`src/rtl/isa_io_initiator_if.sv`:
```
// Client request/response and ISA card-side bus signals for isa_io_initiator.
// master = the initiator, slave = client plus bus responder.
interface isa_io_initiator_if;
  logic        req_valid;
  logic        req_ready;
  logic        req_write;
  logic [15:0] req_addr;
  logic [7:0]  req_wdata;
  logic        rsp_valid;
  logic [7:0]  rsp_rdata;
  logic        rsp_timeout;
  logic [19:0] bus_a;
  logic        bus_ior_l;
  logic        bus_iow_l;
  logic        bus_aen;
  logic [7:0]  bus_d_out;
  logic        bus_d_oe;
  logic [7:0]  bus_d_in;
  logic        bus_rdy;

  modport master (
    input  req_valid, req_write, req_addr, req_wdata, bus_d_in, bus_rdy,
    output req_ready, rsp_valid, rsp_rdata, rsp_timeout,
    output bus_a, bus_ior_l, bus_iow_l, bus_aen, bus_d_out, bus_d_oe
  );

  modport slave (
    output req_valid, req_write, req_addr, req_wdata, bus_d_in, bus_rdy,
    input  req_ready, rsp_valid, rsp_rdata, rsp_timeout,
    input  bus_a, bus_ior_l, bus_iow_l, bus_aen, bus_d_out, bus_d_oe
  );
endinterface

```
`src/rtl/isa_io_initiator.sv`:
```
// ISA 8-bit I/O cycle initiator (IDLE->SETUP->STROBE->WAIT_RDY->HOLD) with IOCHRDY stretching.
// Optional macro ISA_TIMEOUT_EN aborts a stretched strobe after TIMEOUT_CYC cycles of bus_rdy=0.
module isa_io_initiator #(
  parameter int SETUP_CYC   = 2,
  parameter int STROBE_CYC  = 6,
  parameter int HOLD_CYC    = 2,
  parameter int TIMEOUT_CYC = 256
) (
  input  logic                clk,
  input  logic                reset,
  isa_io_initiator_if.master  io
);

  localparam int MAX_A = (SETUP_CYC > STROBE_CYC) ? SETUP_CYC : STROBE_CYC;
  localparam int MAX_B = (HOLD_CYC > TIMEOUT_CYC) ? HOLD_CYC : TIMEOUT_CYC;
  localparam int MAX_P = (MAX_A > MAX_B) ? MAX_A : MAX_B;
  localparam int CW    = $clog2(MAX_P) + 1;

  localparam logic [CW-1:0] CNT_ZERO    = {CW{1'b0}};
  localparam logic [CW-1:0] CNT_ONE     = {{(CW-1){1'b0}}, 1'b1};
  localparam logic [CW-1:0] SETUP_LAST  = CW'(SETUP_CYC - 1);
  localparam logic [CW-1:0] STROBE_LAST = CW'(STROBE_CYC - 1);
  localparam logic [CW-1:0] HOLD_LAST   = CW'(HOLD_CYC - 1);
`ifdef ISA_TIMEOUT_EN
  localparam logic [CW-1:0] TIMEOUT_LAST = CW'(TIMEOUT_CYC - 1);
`endif

  typedef enum logic [2:0] {
    IDLE     = 3'd0,
    SETUP    = 3'd1,
    STROBE   = 3'd2,
    WAIT_RDY = 3'd3,
    HOLD     = 3'd4
  } state_t;

  state_t        state_r;
  state_t        state_n;
  logic [CW-1:0] cnt_r;
  logic [CW-1:0] cnt_n;
  logic          accept_s;
  logic          capture_s;
  logic          timeout_s;
  logic          done_s;
  logic          strobe_n_s;

  logic          write_r;
  logic [7:0]    data_r;
  logic          timeout_r;
  logic          req_ready_r;
  logic          rsp_valid_r;
  logic [7:0]    rsp_rdata_r;
  logic          rsp_timeout_r;
  logic [19:0]   bus_a_r;
  logic          bus_ior_l_r;
  logic          bus_iow_l_r;
  logic          bus_aen_r;
  logic [7:0]    bus_d_out_r;
  logic          bus_d_oe_r;

  // State register and per-state cycle counter
  always_ff @(posedge clk or posedge reset) begin
    if (reset) begin
      state_r <= IDLE;
      cnt_r   <= CNT_ZERO;
    end else begin
      state_r <= state_n;
      cnt_r   <= cnt_n;
    end
  end

  // Next-state logic; the counter restarts on every state change so it never wraps
  always_comb begin
    state_n   = state_r;
    cnt_n     = cnt_r + CNT_ONE;
    accept_s  = 1'b0;
    capture_s = 1'b0;
    timeout_s = 1'b0;
    done_s    = 1'b0;
    case (state_r)
      IDLE: begin
        cnt_n = CNT_ZERO;
        if (io.req_valid) begin
          accept_s = 1'b1;
          state_n  = SETUP;
        end else begin
          state_n  = IDLE;
        end
      end
      SETUP: begin
        if (cnt_r == SETUP_LAST) begin
          state_n = STROBE;
          cnt_n   = CNT_ZERO;
        end else begin
          state_n = SETUP;
        end
      end
      STROBE: begin
        if (cnt_r == STROBE_LAST) begin
          cnt_n = CNT_ZERO;
          if (io.bus_rdy) begin
            capture_s = 1'b1;
            state_n   = HOLD;
          end else begin
            state_n   = WAIT_RDY;
          end
        end else begin
          state_n = STROBE;
        end
      end
      WAIT_RDY: begin
        if (io.bus_rdy) begin
          capture_s = 1'b1;
          state_n   = HOLD;
          cnt_n     = CNT_ZERO;
        end else begin
`ifdef ISA_TIMEOUT_EN
          if (cnt_r == TIMEOUT_LAST) begin
            timeout_s = 1'b1;
            state_n   = HOLD;
            cnt_n     = CNT_ZERO;
          end else begin
            state_n   = WAIT_RDY;
          end
`else
          state_n = WAIT_RDY;
          cnt_n   = CNT_ZERO;
`endif
        end
      end
      HOLD: begin
        if (cnt_r == HOLD_LAST) begin
          done_s  = 1'b1;
          state_n = IDLE;
          cnt_n   = CNT_ZERO;
        end else begin
          state_n = HOLD;
        end
      end
      default: begin
        state_n = IDLE;
        cnt_n   = CNT_ZERO;
      end
    endcase
  end

  assign strobe_n_s = (state_n == STROBE) || (state_n == WAIT_RDY);

  // Strobes, AEN and ready are registered from the next state so they change with the state
  always_ff @(posedge clk or posedge reset) begin
    if (reset) begin
      req_ready_r <= 1'b1;
      bus_aen_r   <= 1'b1;
      bus_ior_l_r <= 1'b1;
      bus_iow_l_r <= 1'b1;
    end else begin
      req_ready_r <= (state_n == IDLE);
      bus_aen_r   <= (state_n == IDLE);
      bus_ior_l_r <= ~(strobe_n_s & ~write_r);
      bus_iow_l_r <= ~(strobe_n_s & write_r);
    end
  end

  // Transaction capture: address, direction and write data live from accept through HOLD
  always_ff @(posedge clk or posedge reset) begin
    if (reset) begin
      write_r     <= 1'b0;
      timeout_r   <= 1'b0;
      bus_a_r     <= 20'h00000;
      bus_d_out_r <= 8'h00;
      bus_d_oe_r  <= 1'b0;
    end else if (accept_s) begin
      write_r     <= io.req_write;
      timeout_r   <= 1'b0;
      bus_a_r     <= {4'h0, io.req_addr};
      bus_d_out_r <= io.req_write ? io.req_wdata : 8'h00;
      bus_d_oe_r  <= io.req_write;
    end else if (state_n == IDLE) begin
      write_r     <= write_r;
      timeout_r   <= timeout_r;
      bus_a_r     <= 20'h00000;
      bus_d_out_r <= 8'h00;
      bus_d_oe_r  <= 1'b0;
    end else begin
      write_r     <= write_r;
      timeout_r   <= timeout_r | timeout_s;
      bus_a_r     <= bus_a_r;
      bus_d_out_r <= bus_d_out_r;
      bus_d_oe_r  <= bus_d_oe_r;
    end
  end

  // Read-data capture on the cycle bus_rdy is seen high at the end of the strobe
  always_ff @(posedge clk or posedge reset) begin
    if (reset) begin
      data_r <= 8'h00;
    end else if (capture_s) begin
      data_r <= io.bus_d_in;
    end else if (timeout_s) begin
      data_r <= 8'hFF;
    end else begin
      data_r <= data_r;
    end
  end

  // Response pulse; data and timeout flag hold until the next response
  always_ff @(posedge clk or posedge reset) begin
    if (reset) begin
      rsp_valid_r   <= 1'b0;
      rsp_rdata_r   <= 8'h00;
      rsp_timeout_r <= 1'b0;
    end else if (done_s) begin
      rsp_valid_r   <= 1'b1;
      rsp_rdata_r   <= timeout_r ? 8'hFF : (write_r ? 8'h00 : data_r);
      rsp_timeout_r <= timeout_r;
    end else begin
      rsp_valid_r   <= 1'b0;
      rsp_rdata_r   <= rsp_rdata_r;
      rsp_timeout_r <= rsp_timeout_r;
    end
  end

  assign io.req_ready = req_ready_r;
  assign io.rsp_valid = rsp_valid_r;
  assign io.rsp_rdata = rsp_rdata_r;
`ifdef ISA_TIMEOUT_EN
  assign io.rsp_timeout = rsp_timeout_r;
`else
  assign io.rsp_timeout = 1'b0;
`endif
  assign io.bus_a     = bus_a_r;
  assign io.bus_ior_l = bus_ior_l_r;
  assign io.bus_iow_l = bus_iow_l_r;
  assign io.bus_aen   = bus_aen_r;
  assign io.bus_d_out = bus_d_out_r;
  assign io.bus_d_oe  = bus_d_oe_r;

endmodule

```
`src/flat_wrapper.sv`:
```
// flat-port wrapper written by rule: the top's interface ports become plain ports
module isa_io_initiator_flat 
#(
  parameter int SETUP_CYC   = 2,
  parameter int STROBE_CYC  = 6,
  parameter int HOLD_CYC    = 2,
  parameter int TIMEOUT_CYC = 256
)
  (clk, reset, io_req_valid, io_req_write, io_req_addr, io_req_wdata, io_bus_d_in, io_bus_rdy, io_req_ready, io_rsp_valid, io_rsp_rdata, io_rsp_timeout, io_bus_a, io_bus_ior_l, io_bus_iow_l, io_bus_aen, io_bus_d_out, io_bus_d_oe);
  isa_io_initiator_if io_i ();
  input  logic clk;
  input  logic reset;
  input wire logic [$bits(io_i.req_valid)-1:0] io_req_valid;
  input wire logic [$bits(io_i.req_write)-1:0] io_req_write;
  input wire logic [$bits(io_i.req_addr)-1:0] io_req_addr;
  input wire logic [$bits(io_i.req_wdata)-1:0] io_req_wdata;
  input wire logic [$bits(io_i.bus_d_in)-1:0] io_bus_d_in;
  input wire logic [$bits(io_i.bus_rdy)-1:0] io_bus_rdy;
  output wire logic [$bits(io_i.req_ready)-1:0] io_req_ready;
  output wire logic [$bits(io_i.rsp_valid)-1:0] io_rsp_valid;
  output wire logic [$bits(io_i.rsp_rdata)-1:0] io_rsp_rdata;
  output wire logic [$bits(io_i.rsp_timeout)-1:0] io_rsp_timeout;
  output wire logic [$bits(io_i.bus_a)-1:0] io_bus_a;
  output wire logic [$bits(io_i.bus_ior_l)-1:0] io_bus_ior_l;
  output wire logic [$bits(io_i.bus_iow_l)-1:0] io_bus_iow_l;
  output wire logic [$bits(io_i.bus_aen)-1:0] io_bus_aen;
  output wire logic [$bits(io_i.bus_d_out)-1:0] io_bus_d_out;
  output wire logic [$bits(io_i.bus_d_oe)-1:0] io_bus_d_oe;
  assign io_i.req_valid = io_req_valid;
  assign io_i.req_write = io_req_write;
  assign io_i.req_addr = io_req_addr;
  assign io_i.req_wdata = io_req_wdata;
  assign io_i.bus_d_in = io_bus_d_in;
  assign io_i.bus_rdy = io_bus_rdy;
  assign io_req_ready = io_i.req_ready;
  assign io_rsp_valid = io_i.rsp_valid;
  assign io_rsp_rdata = io_i.rsp_rdata;
  assign io_rsp_timeout = io_i.rsp_timeout;
  assign io_bus_a = io_i.bus_a;
  assign io_bus_ior_l = io_i.bus_ior_l;
  assign io_bus_iow_l = io_i.bus_iow_l;
  assign io_bus_aen = io_i.bus_aen;
  assign io_bus_d_out = io_i.bus_d_out;
  assign io_bus_d_oe = io_i.bus_d_oe;
  isa_io_initiator #(.SETUP_CYC(SETUP_CYC), .STROBE_CYC(STROBE_CYC), .HOLD_CYC(HOLD_CYC), .TIMEOUT_CYC(TIMEOUT_CYC)) u_core (.clk(clk), .reset(reset), .io(io_i));
endmodule
```
`config.mk`:
```
export PLATFORM = sky130hd
export DESIGN_NAME = isa_io_initiator_flat
export DESIGN_NICKNAME = d
export VERILOG_FILES = /design/src/rtl/isa_io_initiator_if.sv /design/src/rtl/isa_io_initiator.sv /design/src/flat_wrapper.sv
export SDC_FILE = /design/constraint.sdc
export NUM_CORES = 1
export LEC_CHECK = 0
export BUFFER_PORTS_ARGS = -buffer_cell sky130_fd_sc_hd__buf_4
export CORE_MARGIN = 3
export CORE_UTILIZATION = 54
export CTS_CLUSTER_DIAMETER = 150
export DETAILED_ROUTE_END_ITERATION = 10
export GPL_ROUTABILITY_DRIVEN = 0
export HOLD_SLACK_MARGIN = 0.15
export PLACE_DENSITY = 0.84
export SYNTH_ARGS = -nofsm -noshare
export SYNTH_HDL_FRONTEND = slang
export SYNTH_SLANG_ARGS = --single-unit
```
`constraint.sdc`:
```
create_clock -name clk -period 3.4 [get_ports clk]
set_clock_uncertainty 0.1 [all_clocks]
set_input_delay 0.34 -clock clk [delete_from_list [all_inputs] [get_ports clk]]
set_output_delay 0.34 -clock clk [all_outputs]
set_load 0.005 [all_outputs]
```
==> results_dict.tcl <==
set metrics [dict create \
    status "finished clean" \
    tightest_slew_ns 0.826 \
    synthCells 253 \
    tns_ns 0 \
    num_antenna_cells 0 \
    period_minus_slack_ns 2.14 \
    maxCapViolCount 0 \
    drt_iter0_markers 153 \
    end_kind "flip-flop" \
    fp.dieW_um 75.0 \
    ant_nets 0 \
    setup_viol 0 \
    hold_viol_final 0 \
    async_reset_ff_frac 1.00 \
    hp-start "io_req_addr[13]" \
    die-area_um2 5620 \
    cts_resized 0 \
    critPathMaxStageDelay_ns 0.41 \
    internal-power_uw 1730 \
    min_period_over_period 0.631 \
    cts.sinks 58 \
    area_delta_synth_final_pct 40.2 \
    ys_types 41 \
    worstPathRequired_ns 3.52 \
    row_count 24 \
    slew_viol_final 0 \
    synthFlopType "dfrtp_1" \
    avgSynthCellArea_um2 10.2 \
    postLayoutCoreUtil 0.805 \
    synth-seq-cells 58 \
    power_switching_uw 962 \
    clkSlewWorstSetupHoldPaths_ns 0.07 \
    place_hpwl_mm 3.81 \
    pwr_density_cell_nw_per_um2 746 \
    grt_max_degree 42 \
    rr_endpoint "u_core.data_r[1]$_DFFE_PP0P_" \
    timing.rr.start "u_core.cnt_r[1]$_DFF_PP0_" \
    hp-class "in2reg" \
    numCtsBuffers 9 \
    h-tree-depth 3 \
    grt_first_pass_wirelength_mm 9.89 \
    final_layout_size_suffix_gt1_frac 0.320 \
    leakagePower_uw 0.00171 \
    start_util 0.574 \
    grt_use_total 0.240 \
    avgRoutedWirePerCell_um 14.8 \
    crit_fanout 8 \
    worst_slack_ns 1.26 \
    fillers 264 \
    regArea_um2 1460 \
    crit_arrival_ns 2.26 \
    r2r_cells 7 \
    multi_input_area_um2 1000 \
    ios 80 \
    nets 396 \
    syn_area_um2 2570 \
    post-place-ws_ns 1.29 \
    start_kind "flip-flop" \
    clockRootBuffer "clkbuf_8" \
    die_y_um 75.0 \
    min_to "u_core.io.bus_a[13]$_DFFE_PP0P_" \
    coreArea_um2 4470 \
    synth_seq_area_share 0.566 \
    cts_tree "done" \
    post_cts_buffers 0 \
    clk-insertion-delay-late_ns 0.33 \
    yosys_warnings 0 \
    cts_buffer_depth 2 \
    overflow 0 \
    crit_slowest_cell "dfrtp_1" \
    wl_mm 6.14 \
    max-vdd-ir-drop_uv 501 \
    vias 2171 \
    p_sw_frac 0.358 \
    crit_type "reg2reg" \
    pwr-share-seq 0.407 \
    max_slew_margin 0.449 \
    grt_pass1_vias 2191 \
    rsz0062_at_grt "no" \
    viasPerCell 5.24 \
    synth-edff-count 0 \
    regToRegSetupSlack_ns 1.26 \
    port_buffers 74 \
    comb_power_share 0.371 \
    max_freq_ghz 0.466 \
    pwr-share-clk 0.222 \
    hold_depth 3 \
    antenna_found_initial 0 \
    holdBufCountCts 29 \
    first_pass_iters 4 \
    crit_chain "inv_1 > ha_1 > nor3b_2 > and3_1 > nor2_1 > nor2_2 > mux2_2" \
    drc 0 \
]
-- state kept, by name, indices dropped and copies added, names as in the netlist --
name,cells
u_core.state_r,3
u_core.io.bus_ior_l,1
u_core.io.bus_iow_l,1
u_core.io.req_ready,1
u_core.io.bus_a,16
u_core.io.bus_d_oe,1
u_core.io.rsp_valid,1
u_core.cnt_r,9
u_core.io.rsp_rdata,8
u_core.io.bus_d_out,8
u_core.write_r,1
u_core.data_r,8
-- metal layers --
metal / part of all wire / wire length (um) / vias to the layer above / global-route usage
li1: - / - / 1033 / -
met1: 0.41 / 2510 / 1021 / 0.286
met2: 0.49 / 3030 / 95 / 0.389
met3: 0.066 / 403 / 22 / 0.0774
met4: 0.032 / 195 / 0 / 0.126
met5: 0 / 0 / - / 0
-- cell type report --
cell class	count	area share
inverter	4	0.00417
tap	52	0.0181
clock inverter	4	0.00695
multi-input combinational	177	0.278
timing repair buffer	107	0.243
sequential	58	0.404
clock buffer	12	0.0458
-- Yosys cell counts, types with 2 or more instances --
master    number  area (um^2)
nand2_1       65          244
dfrtp_1       55         1380
a21oi_1       18         90.1
nor2_1        16         60.1
o21ai_0       16         80.1
nand2b_1      10         62.6
mux2_2         8         90.1
buf_4          7         52.6
clkbuf_1       6         22.5
inv_1          4         15.0
nand3_1        4         20.0
xnor2_1        4         35.0
buf_2          3         15.0
dfstp_2        3         78.8
xor2_1         3         26.3
and3_1         2         12.5
buf_6          2         22.5
ha_1           2         25.0
nand4_1        2         12.5
o21ai_1        2         10.0
-- worst max-delay path by stage --
stage / start / end / slack, ns
after global routing: u_core.cnt_r[1]$_DFF_PP0_ / u_core.io.rsp_rdata[3]$_DFFE_PP0P_ / 1.02
after global placement: u_core.cnt_r[1]$_DFF_PP0_ / u_core.data_r[0]$_DFFE_PP0P_ / 1.34
after floorplan: u_core.cnt_r[1]$_DFF_PP0_ / u_core.data_r[0]$_DFFE_PP0P_ / 1.50
after detailed placement: u_core.cnt_r[1]$_DFF_PP0_ / u_core.data_r[6]$_DFFE_PP0P_ / 1.29
final: u_core.cnt_r[1]$_DFF_PP0_ / u_core.data_r[1]$_DFFE_PP0P_ / 1.26
after CTS: u_core.cnt_r[1]$_DFF_PP0_ / u_core.data_r[1]$_DFFE_PP0P_ / 1.26
-- placed cells by master, fill, tap and decap left out, types with 2 or more instances in the layout --
master and n:
a21oi_1 18, and3_1 2, buf_4 78, clkbuf_8 12
clkinv_2 2, clkinvlp_4 2, conb_1 5, dfrtp_1 55
dfstp_2 3, dlygate4sd3_1 29, ha_1 2, inv_1 3
mux2_2 8, nand2_1 65, nand2b_1 10, nand3_1 4
nand4_1 2, nor2_1 16, o21ai_0 16, o21ai_1 2
xnor2_1 4, xor2_1 3
-- critical path, delay by kind of cell, from the launching register on --
kind / cells / cell delay [ns]
AND/OR/NAND/NOR: 4 / 0.95
buffers and inverters: 1 / 0.07
adder cells (fa/ha/maj): 1 / 0.12
flip-flops: 1 / 0.41
multiplexers: 1 / 0.38
-- power by group through the flow --
stage / Combinational [uW] / Clock [uW] / Sequential [uW]
2_1_floorplan: 660 / 0 / 1050
3_3_place_gp: 929 / 0 / 1100
3_5_place_dp: 959 / 0 / 1100
4_1_cts: 987 / 600 / 1090
5_1_grt: 1100 / 637 / 1130
6_report: 996 / 598 / 1090
-- cell families after synthesis --
family                     Yosys count  synth area share
and+or+nand+nor                    110             0.207
adders and majority gates            2           0.00974
xor gates and xnor gates             7            0.0239
muxes                                9            0.0390
AOI/OAI and AO/OA                   44             0.103
DFF                                 58             0.566
buffers and inverters               22            0.0497
other                                1           0.00146
-- stage by stage --
step / power [uW] / instance area (um^2) / hold slack (ns) / cells
finish: 2690 / 3600 / 0.162 / 414
global route: 2870 / 3600 / 0.163 / 414
CTS: 2680 / 3600 / 0.153 / 414
detailed placement: 2060 / 3120 / 0.371 / 369
global placement: 2020 / 3120 / 0.364 / 369
floorplan: 1710 / 2580 / 0.357 / 257
No activity file was read; power rests on OpenSTA's default activity.
